File: config.mk
export PLATFORM = sky130hd
export DESIGN_NAME = imem_loader_flat
export DESIGN_NICKNAME = d
export VERILOG_FILES = /design/src/rtl/imem_loader_if.sv /design/src/rtl/imem_loader.sv /design/src/flat_wrapper.sv
export SDC_FILE = /design/constraint.sdc
export NUM_CORES = 1
export LEC_CHECK = 0
export CAP_MARGIN = 40
export CORE_MARGIN = 5
export CORE_UTILIZATION = 55
export DETAILED_ROUTE_END_ITERATION = 7
export GPL_ROUTABILITY_DRIVEN = 0
export GPL_TIMING_DRIVEN = 1
export PLACE_DENSITY = 0.77
export SLEW_MARGIN = 20
export SYNTH_ARGS = -nofsm -noshare
export SYNTH_HDL_FRONTEND = slang
export SYNTH_SLANG_ARGS = --single-unit
File: constraint.sdc
create_clock -name CLK -period 4.35 [get_ports CLK]
set_clock_uncertainty 0.2 [all_clocks]
set_input_delay 0.87 -clock CLK [delete_from_list [all_inputs] [get_ports CLK]]
set_output_delay 0.87 -clock CLK [all_outputs]
set_load 0.01 [all_outputs]
File: src/rtl/imem_loader_if.sv
// Byte-stream receive handshake and instruction-memory write port of the image loader.
// The slave side is the loader; the master side feeds bytes and observes the writes.
interface imem_loader_if #(
    parameter int unsigned ADDR_W = 8
);
    logic [7:0]        rx_data;
    logic              rx_valid;
    logic              rx_ready;
    logic              IMWe;
    logic [ADDR_W-1:0] IMAddr;
    logic [31:0]       IMWData;

    modport master (
        output rx_data,
        output rx_valid,
        input  rx_ready,
        input  IMWe,
        input  IMAddr,
        input  IMWData
    );

    modport slave (
        input  rx_data,
        input  rx_valid,
        output rx_ready,
        output IMWe,
        output IMAddr,
        output IMWData
    );
endinterface

File: src/rtl/imem_loader.sv
// Loads a length-prefixed, XOR-checksummed program image into instruction memory,
// holding the processor until the whole image has been written and verified.
module imem_loader #(
    parameter int unsigned ADDR_W = 8
) (
    input  logic                CLK,
    input  logic                RST,
    input  logic                start,
    imem_loader_if.slave        bus,
    output logic                cpu_hold,
    output logic                done,
    output logic                error
);

    typedef enum logic [2:0] {
        StIdle,
        StLen0,
        StLen1,
        StData,
        StChk,
        StDone,
        StErr
    } state_e;

    // Largest accepted word count; 17 bits so a 16-bit address space still fits.
    localparam logic [16:0] Cap = 17'd1 << ADDR_W;

    state_e            r_state, w_state;
    logic [15:0]       r_len, w_len;
    logic [1:0]        r_byte_cnt, w_byte_cnt;
    logic [16:0]       r_word_cnt, w_word_cnt;
    logic [7:0]        r_xor, w_xor;
    logic [23:0]       r_buf, w_buf;
    logic              r_we, w_we;
    logic [ADDR_W-1:0] r_addr, w_addr;
    logic [31:0]       r_wdata, w_wdata;

    logic              w_rx_ready;
    logic              w_xfer;
    logic [15:0]       w_n;
    logic [16:0]       w_word_inc;

    always_ff @(posedge CLK or posedge RST) begin
        if (RST) begin
            r_state    <= StIdle;
            r_len      <= '0;
            r_byte_cnt <= '0;
            r_word_cnt <= '0;
            r_xor      <= '0;
            r_buf      <= '0;
            r_we       <= 1'b0;
            r_addr     <= '0;
            r_wdata    <= '0;
        end else begin
            r_state    <= w_state;
            r_len      <= w_len;
            r_byte_cnt <= w_byte_cnt;
            r_word_cnt <= w_word_cnt;
            r_xor      <= w_xor;
            r_buf      <= w_buf;
            r_we       <= w_we;
            r_addr     <= w_addr;
            r_wdata    <= w_wdata;
        end
    end

    assign w_rx_ready = (r_state == StLen0) || (r_state == StLen1) ||
                        (r_state == StData) || (r_state == StChk);
    assign w_xfer     = bus.rx_valid & w_rx_ready;
    assign w_n        = {bus.rx_data, r_len[7:0]};
    assign w_word_inc = r_word_cnt + 17'd1;

    always_comb begin
        w_state    = r_state;
        w_len      = r_len;
        w_byte_cnt = r_byte_cnt;
        w_word_cnt = r_word_cnt;
        w_xor      = r_xor;
        w_buf      = r_buf;
        w_we       = 1'b0;
        w_addr     = r_addr;
        w_wdata    = r_wdata;

        unique case (r_state)
            StIdle, StDone, StErr: begin
                if (start) begin
                    w_state    = StLen0;
                    w_byte_cnt = '0;
                    w_word_cnt = '0;
                    w_xor      = '0;
                end
            end
            StLen0: begin
                if (w_xfer) begin
                    w_len[7:0] = bus.rx_data;
                    w_state    = StLen1;
                end
            end
            StLen1: begin
                if (w_xfer) begin
                    w_len = w_n;
                    if ({1'b0, w_n} > Cap) begin
                        w_state = StErr;
                    end else if (w_n == 16'd0) begin
                        w_state = StChk;
                    end else begin
                        w_state = StData;
                    end
                end
            end
            StData: begin
                if (w_xfer) begin
                    w_xor      = r_xor ^ bus.rx_data;
                    w_byte_cnt = r_byte_cnt + 2'd1;
                    unique case (r_byte_cnt)
                        2'd0: w_buf[7:0]   = bus.rx_data;
                        2'd1: w_buf[15:8]  = bus.rx_data;
                        2'd2: w_buf[23:16] = bus.rx_data;
                        default: begin
                            // Last byte of the word goes straight to the write port.
                            w_we       = 1'b1;
                            w_addr     = r_word_cnt[ADDR_W-1:0];
                            w_wdata    = {bus.rx_data, r_buf};
                            w_word_cnt = w_word_inc;
                            if (w_word_inc == {1'b0, r_len}) begin
                                w_state = StChk;
                            end
                        end
                    endcase
                end
            end
            StChk: begin
                if (w_xfer) begin
                    w_state = (bus.rx_data == r_xor) ? StDone : StErr;
                end
            end
            default: w_state = StIdle;
        endcase
    end

    assign bus.rx_ready = w_rx_ready;
    assign bus.IMWe     = r_we;
    assign bus.IMAddr   = r_addr;
    assign bus.IMWData  = r_wdata;
    assign cpu_hold     = (r_state != StDone);
    assign done         = (r_state == StDone);
    assign error        = (r_state == StErr);

endmodule
File: src/flat_wrapper.sv
// flat-port wrapper written by rule: the top's interface ports become plain ports
module imem_loader_flat 
#(
    parameter int unsigned ADDR_W = 8
)
  (CLK, RST, start, cpu_hold, done, error, bus_rx_data, bus_rx_valid, bus_rx_ready, bus_IMWe, bus_IMAddr, bus_IMWData);
  imem_loader_if #(.ADDR_W(ADDR_W)) bus_i ();
  input  logic CLK;
  input  logic RST;
  input  logic start;
  output logic cpu_hold;
  output logic done;
  output logic error;
  input wire logic [$bits(bus_i.rx_data)-1:0] bus_rx_data;
  input wire logic [$bits(bus_i.rx_valid)-1:0] bus_rx_valid;
  output wire logic [$bits(bus_i.rx_ready)-1:0] bus_rx_ready;
  output wire logic [$bits(bus_i.IMWe)-1:0] bus_IMWe;
  output wire logic [$bits(bus_i.IMAddr)-1:0] bus_IMAddr;
  output wire logic [$bits(bus_i.IMWData)-1:0] bus_IMWData;
  assign bus_i.rx_data = bus_rx_data;
  assign bus_i.rx_valid = bus_rx_valid;
  assign bus_rx_ready = bus_i.rx_ready;
  assign bus_IMWe = bus_i.IMWe;
  assign bus_IMAddr = bus_i.IMAddr;
  assign bus_IMWData = bus_i.IMWData;
  imem_loader #(.ADDR_W(ADDR_W)) u_core (.CLK(CLK), .RST(RST), .start(start), .bus(bus_i), .cpu_hold(cpu_hold), .done(done), .error(error));
endmodule
After elaboration in Yosys (flattened, before gate mapping)
Index checks and enable logic that the tools add are counted.
- logic and storage cells: 81
- output and inout bits: 45
- flip-flop bits (word level): 111
- bitwise gates (word level): 4
- add/sub/neg operators: 2
- multiplexer cells: 26
- order comparisons: 1
- reduce and logical (&&, ||, !) cells: 18
- eq/ne operators: 18
- operators with widths (operator ; number):
    17-bit two-way mux ; 3
    17-bit case mux with 2 select lines ; 1
    8-bit case mux with 2 select lines ; 2
    3-bit two-way mux ; 9
    8-bit two-way mux ; 3
    3-bit AND reduction ; 6
    17-bit by 1-bit adder with 17-bit output, second input constant ; 1
    17-bit by 16-bit equality test with 1-bit output ; 1
    16-bit by 9-bit greater-than comparator with 1-bit output, second input constant ; 1
    16-bit logical NOT ; 1
    3-bit case mux with 5 select lines ; 1
    3-bit equality test, second input constant ; 3
    8-bit equality test ; 1
    2-bit by 1-bit != test with 1-bit output, second input constant ; 4
    8-bit bitwise XOR ; 1
    7-bit AND reduction ; 1
    3-bit by 2-bit equality test with 1-bit output, second input constant ; 2
    2-bit two-way mux ; 3
    2-bit != test, second input constant ; 3
    3-bit OR reduction ; 2
    2-bit case mux with 2 select lines ; 1
    4-bit AND reduction ; 1
    3-bit by 1-bit equality test with 1-bit output, second input constant ; 1
    3-bit logical NOT ; 1
    11 further kinds ; 16

Logic depth before layout (Yosys ltp)
- word-level depth: 7
- mapped depth: 10
- mapped depth without buffers: 8

Least setup slack after synthesis
OpenSTA, ideal clock, no wires.
- kind: input port to flip-flop
- start point: input bus_rx_data[4]
- end point: register u_core.r_state[1]
- required time: 4.030 ns
- stages: 7
- slack: 1.818 ns
- data arrival time: 2.212 ns
- cells stage by stage: buf_2 > or4_4 > nor4_4 > nand2_1 > a22oi_1 > o221ai_1 > a31o_1
- cells in the longest elaborated chain, start to end: 5
- elaborated cells between the ends (all ways): 9
- those cells by class: order compare: 1; eq/ne: 1; mux: 6; reduce/logical: 1
- RTL lines (element ; line ; text):
    start: declaration ; flat_wrapper.sv:14 ; input wire logic [$bits(bus_i.rx_data)-1:0] bus_rx_data;
    branches (longest 4 deep; another with 16-bit by 9-bit greater-than comparator with 1-bit output) ; -- ;
    3-bit case mux with 5 select lines (*) ; imem_loader.sv:84 ; unique case (r_state)
    end signal: assignment ; imem_loader.sv:45 ; r_state <= StIdle;
    end signal: assignment ; imem_loader.sv:55 ; r_state <= w_state;
    end: declaration ; imem_loader.sv:28 ; state_e r_state, w_state;
Mark *: on every way between the ends. The select of a mux whose other input is x is not followed.
A chain may end at the register's enable or synchronous reset.

Worst setup path after layout
- start point: register u_core.r_word_cnt[0]
- end point: register u_core.r_state[1]
- cells in the longest elaborated chain, start to end: 4
- RTL lines (element ; line ; text):
    start: declaration ; imem_loader.sv:31 ; logic [16:0] r_word_cnt, w_word_cnt;
    start signal: assignment ; imem_loader.sv:58 ; r_word_cnt <= w_word_cnt;
    17-bit by 1-bit adder with 17-bit output ; imem_loader.sv:71 ; assign w_word_inc = r_word_cnt + 17'd1;
    17-bit by 16-bit equality test with 1-bit output ; imem_loader.sv:125 ; if (w_word_inc == {1'b0, r_len}) begin
    2-bit != test (no source line) ; -- ;
    7-bit AND reduction (no source line) ; -- ;
Every way passes these cells.

==> impl_metrics.yaml <==
layout:
  final_layout_size_suffix_gt1_share_pct: 16.3
  nFillCells: 784
  antenna_cells: 0
  layout.nets: 596
  syn_to_final_growth_pct: 15.1
pwr:
  p_switching_w: 0.00137
  p_total_w: 0.00382
  power_frac_comb_pct: 37.8
  p_per_area_nw_per_um2: 603
  peakVddDrop_mv: 0.371
  seqPwrFrac_pct: 45.3
  p_sw_share_pct: 35.9
  power.internal_w: 0.00245
  power_leakage_nw: 2.79
  clkPwrFrac_pct: 16.8
sta:
  min_period_ns: 3.12
  slew_headroom_pct: 49.6
  finalMaxSlewViolations: 0
  worstMarginPinSlew_ns: 0.756
  fmax_mhz: 320
  rsz0062_at_grt: "no"
  fin_setup_tns_ns: 0
  hold_violations: 0
  setup_violations: 0
  layout_worst_path_cycle_share_pct: 71.8
synthesis:
  syn_inst: 540
  syn_nets: 557
  ys.flop_type: "dfrtp_1"
  synth.top_cell.area_share_pct: 50.5
  synth_area_per_cell_sq_um: 10.2
  yosysSeqAreaShare_pct: 50.5
  ys_ff_latch: 111
  yosys_warnings: 0
  syn_area_sq_um: 5500
  synth_edf_count: 0
  async_reset_ff_share_pct: 100
  synth.most_common_cell: "nand2_1"
  synth.top_cells.by_area: "dfrtp_1, mux2_2, nand2_1"
  synth_top_area_cell: "dfrtp_1"
  synth_common_cells: "nand2_1, dfrtp_1, mux2_2"
  synth.distinct_cells: 58
routing:
  drtIter0Drc: 197
  num_vias: 4113
  vias_per_cell: 5.74
  drc_errors: 0
  final_antenna_net_count: 0
  wl_per_cell_um: 16.7
  wl_um: 11900
  firstDrtPassIters: 5
grt:
  grt_pass1_vias: 4024
  grt_use_met1_pct: 28.6
  grt_max_degree: 52
  grt.met2_usage_pct: 34.4
  overflow: 0
  grt_pass1_wl_um: 19900
  use_met3_pct: 2.97
  grt_busiest_layer: "met2"
  grt_antenna_before_repair: 0
  grt_usage_pct: 21.1
floorplan:
  die_area_sq_um: 12100
  rows: 36
  initial_core_util_pct: 56.3
  die_w_um: 110
  ioPinCount: 57
  core_sq_um: 9770
  dieHeight_um: 110
clock_tree:
  clockRootBuffer: "clkbuf_8"
  cts.clk_slew.worst_paths_ns: 0.12
  cts_resized: 0
  tritoncts: "built"
  cts_setup_buffers: 0
  hold_buffers: 0
  clk-insertion-delay-late_ns: 0.39
  cts_max_path_buffers: 2
  cts_made_buffers: 9
  numClockSinks: 111
  h-tree-depth: 3
worst_setup_path:
  crit_fanout: 10
  crit_required_ns: 4.43
  end_kind: "flop"
  critPathArrivalTime_ns: 3.20
  cp-start-kind: "flop"
  crit_type: "flop to flop"
job:
  drv.max_cap_violation_count: 0
place:
  placement.io_buffers: 56
  hpwl_um: 8240
hold_path:
  min_path_type: "flop to flop"
status:
  status: "finished, final reports clean"
==> critical path, cell delays in order (launching register included) <==
cell and delay, ns:
dfrtp_1 0.50, ha_1 0.43, nand4_1 0.32, nor2_1 0.26, nand3_1 0.18, xnor2_1 0.18, nor4_1 0.37, nand4_1 0.28
a31o_1 0.29
==> power by group through the flow <==
stage | Clock, W | Combinational, W | Sequential [W]
after floorplan | 0 | 0.000901 | 0.00173
after global placement | 0 | 0.00140 | 0.00174
after detailed placement | 0 | 0.00145 | 0.00175
after CTS | 0.000658 | 0.00146 | 0.00173
after global routing | 0.000696 | 0.00160 | 0.00179
final | 0.000643 | 0.00144 | 0.00173
==> flip-flops by register name (all words and copies together) (netlist names) <==
register	count
u_core.bus.IMAddr	8
u_core.bus.IMWData	32
u_core.bus.IMWe	1
u_core.r_buf	24
u_core.r_byte_cnt	2
u_core.r_len	16
u_core.r_state	3
u_core.r_word_cnt	17
u_core.r_xor	8
==> path summary, 6_finish.rpt <==
check,endpoint,cells after the start,slack [ns],start
min in group asynchronous,u_core.r_buf[1],2,0.71,RST
worst max register to register,u_core.r_state[1],8,1.23,u_core.r_word_cnt[0]
worst max-delay path,u_core.r_state[1],8,1.23,u_core.r_word_cnt[0]
max in group asynchronous,u_core.r_len[1],3,2.62,RST
worst min register to register,u_core.bus.IMWData[18],2,0.27,u_core.r_buf[18]
worst min-delay path,u_core.bus.IMWData[18],2,0.27,u_core.r_buf[18]
==> placed cells by master, fill, tap and decap left out, drive strengths merged, types with 2 or more instances in the layout <==
master / netlist / final
o31ai: 8 / 8
xnor2: 14 / 14
nand4: 10 / 10
dfrtp: 111 / 111
o41ai: 3 / 3
inv: 9 / 14
nor2b: 5 / 5
a31oi: 2 / 2
a22oi: 3 / 3
nand2: 121 / 121
nor2: 18 / 18
nand3b: 3 / 3
mux2i: 5 / 5
nand2b: 2 / 2
clkdlybuf4s50: 0 / 56
o21ai: 49 / 49
ha: 5 / 5
a31o: 3 / 3
clkbuf: 13 / 9
nor3: 4 / 4
and4: 3 / 3
nor4: 8 / 8
buf: 24 / 9
o311ai: 2 / 2
clkinv: 0 / 2
and2: 5 / 5
and3: 6 / 6
o21a: 4 / 4
mux2: 55 / 55
xor2: 13 / 13
nand3: 11 / 11
or4: 2 / 2
a21oi: 10 / 10
==> cell families (layout without fill, tap and decap cells) <==
family	after synthesis	count (layout)	share of synthesized area (%)
AO/OA/AOI/OAI	91	91	9.99
AND/OR/NAND/NOR	200	200	17.6
adder cells (fa/ha/maj)	5	5	1.14
XOR/XNOR	27	27	4.30
buffers and inverters	46	90	4.32
flip-flops	111	111	50.5
multiplexers	60	60	12.2
==> per-stage QoR <==
step / std cells / hold WS [ns] / area, sq um / worst slack (ns) / utilization [%]
final: 717 / 0.272 / 6330 / 1.23 / 64.8
after global routing: 717 / 0.303 / 6330 / 0.939 / 64.8
after CTS: 717 / 0.275 / 6330 / 1.26 / 64.8
after detailed placement: 701 / 0.251 / 6120 / 0.859 / 62.6
after global placement: 700 / 0.245 / 6080 / 0.907 / 62.3
after floorplan: 540 / 0.233 / 5500 / 0.349 / -
==> final cells by class <==
cell class	count	area, sq um	area share (%)
inverter	9	36.3	0.573
clock inverter	7	91.3	1.44
tap	133	166	2.63
multi-input combinational	383	2490	39.3
timing repair buffer	65	648	10.2
sequential	111	2780	43.9
clock buffer	9	124	1.96
==> layer usage <==
metal  vias up  wire (um)  share of wire, %
met5         -          0                 0
met4         0        272               2.3
met3        24        505               4.2
met2       116       5930                50
met1      2031       5240                44
li1       1942          -                 -
Power figures use the tool's default switching activity.
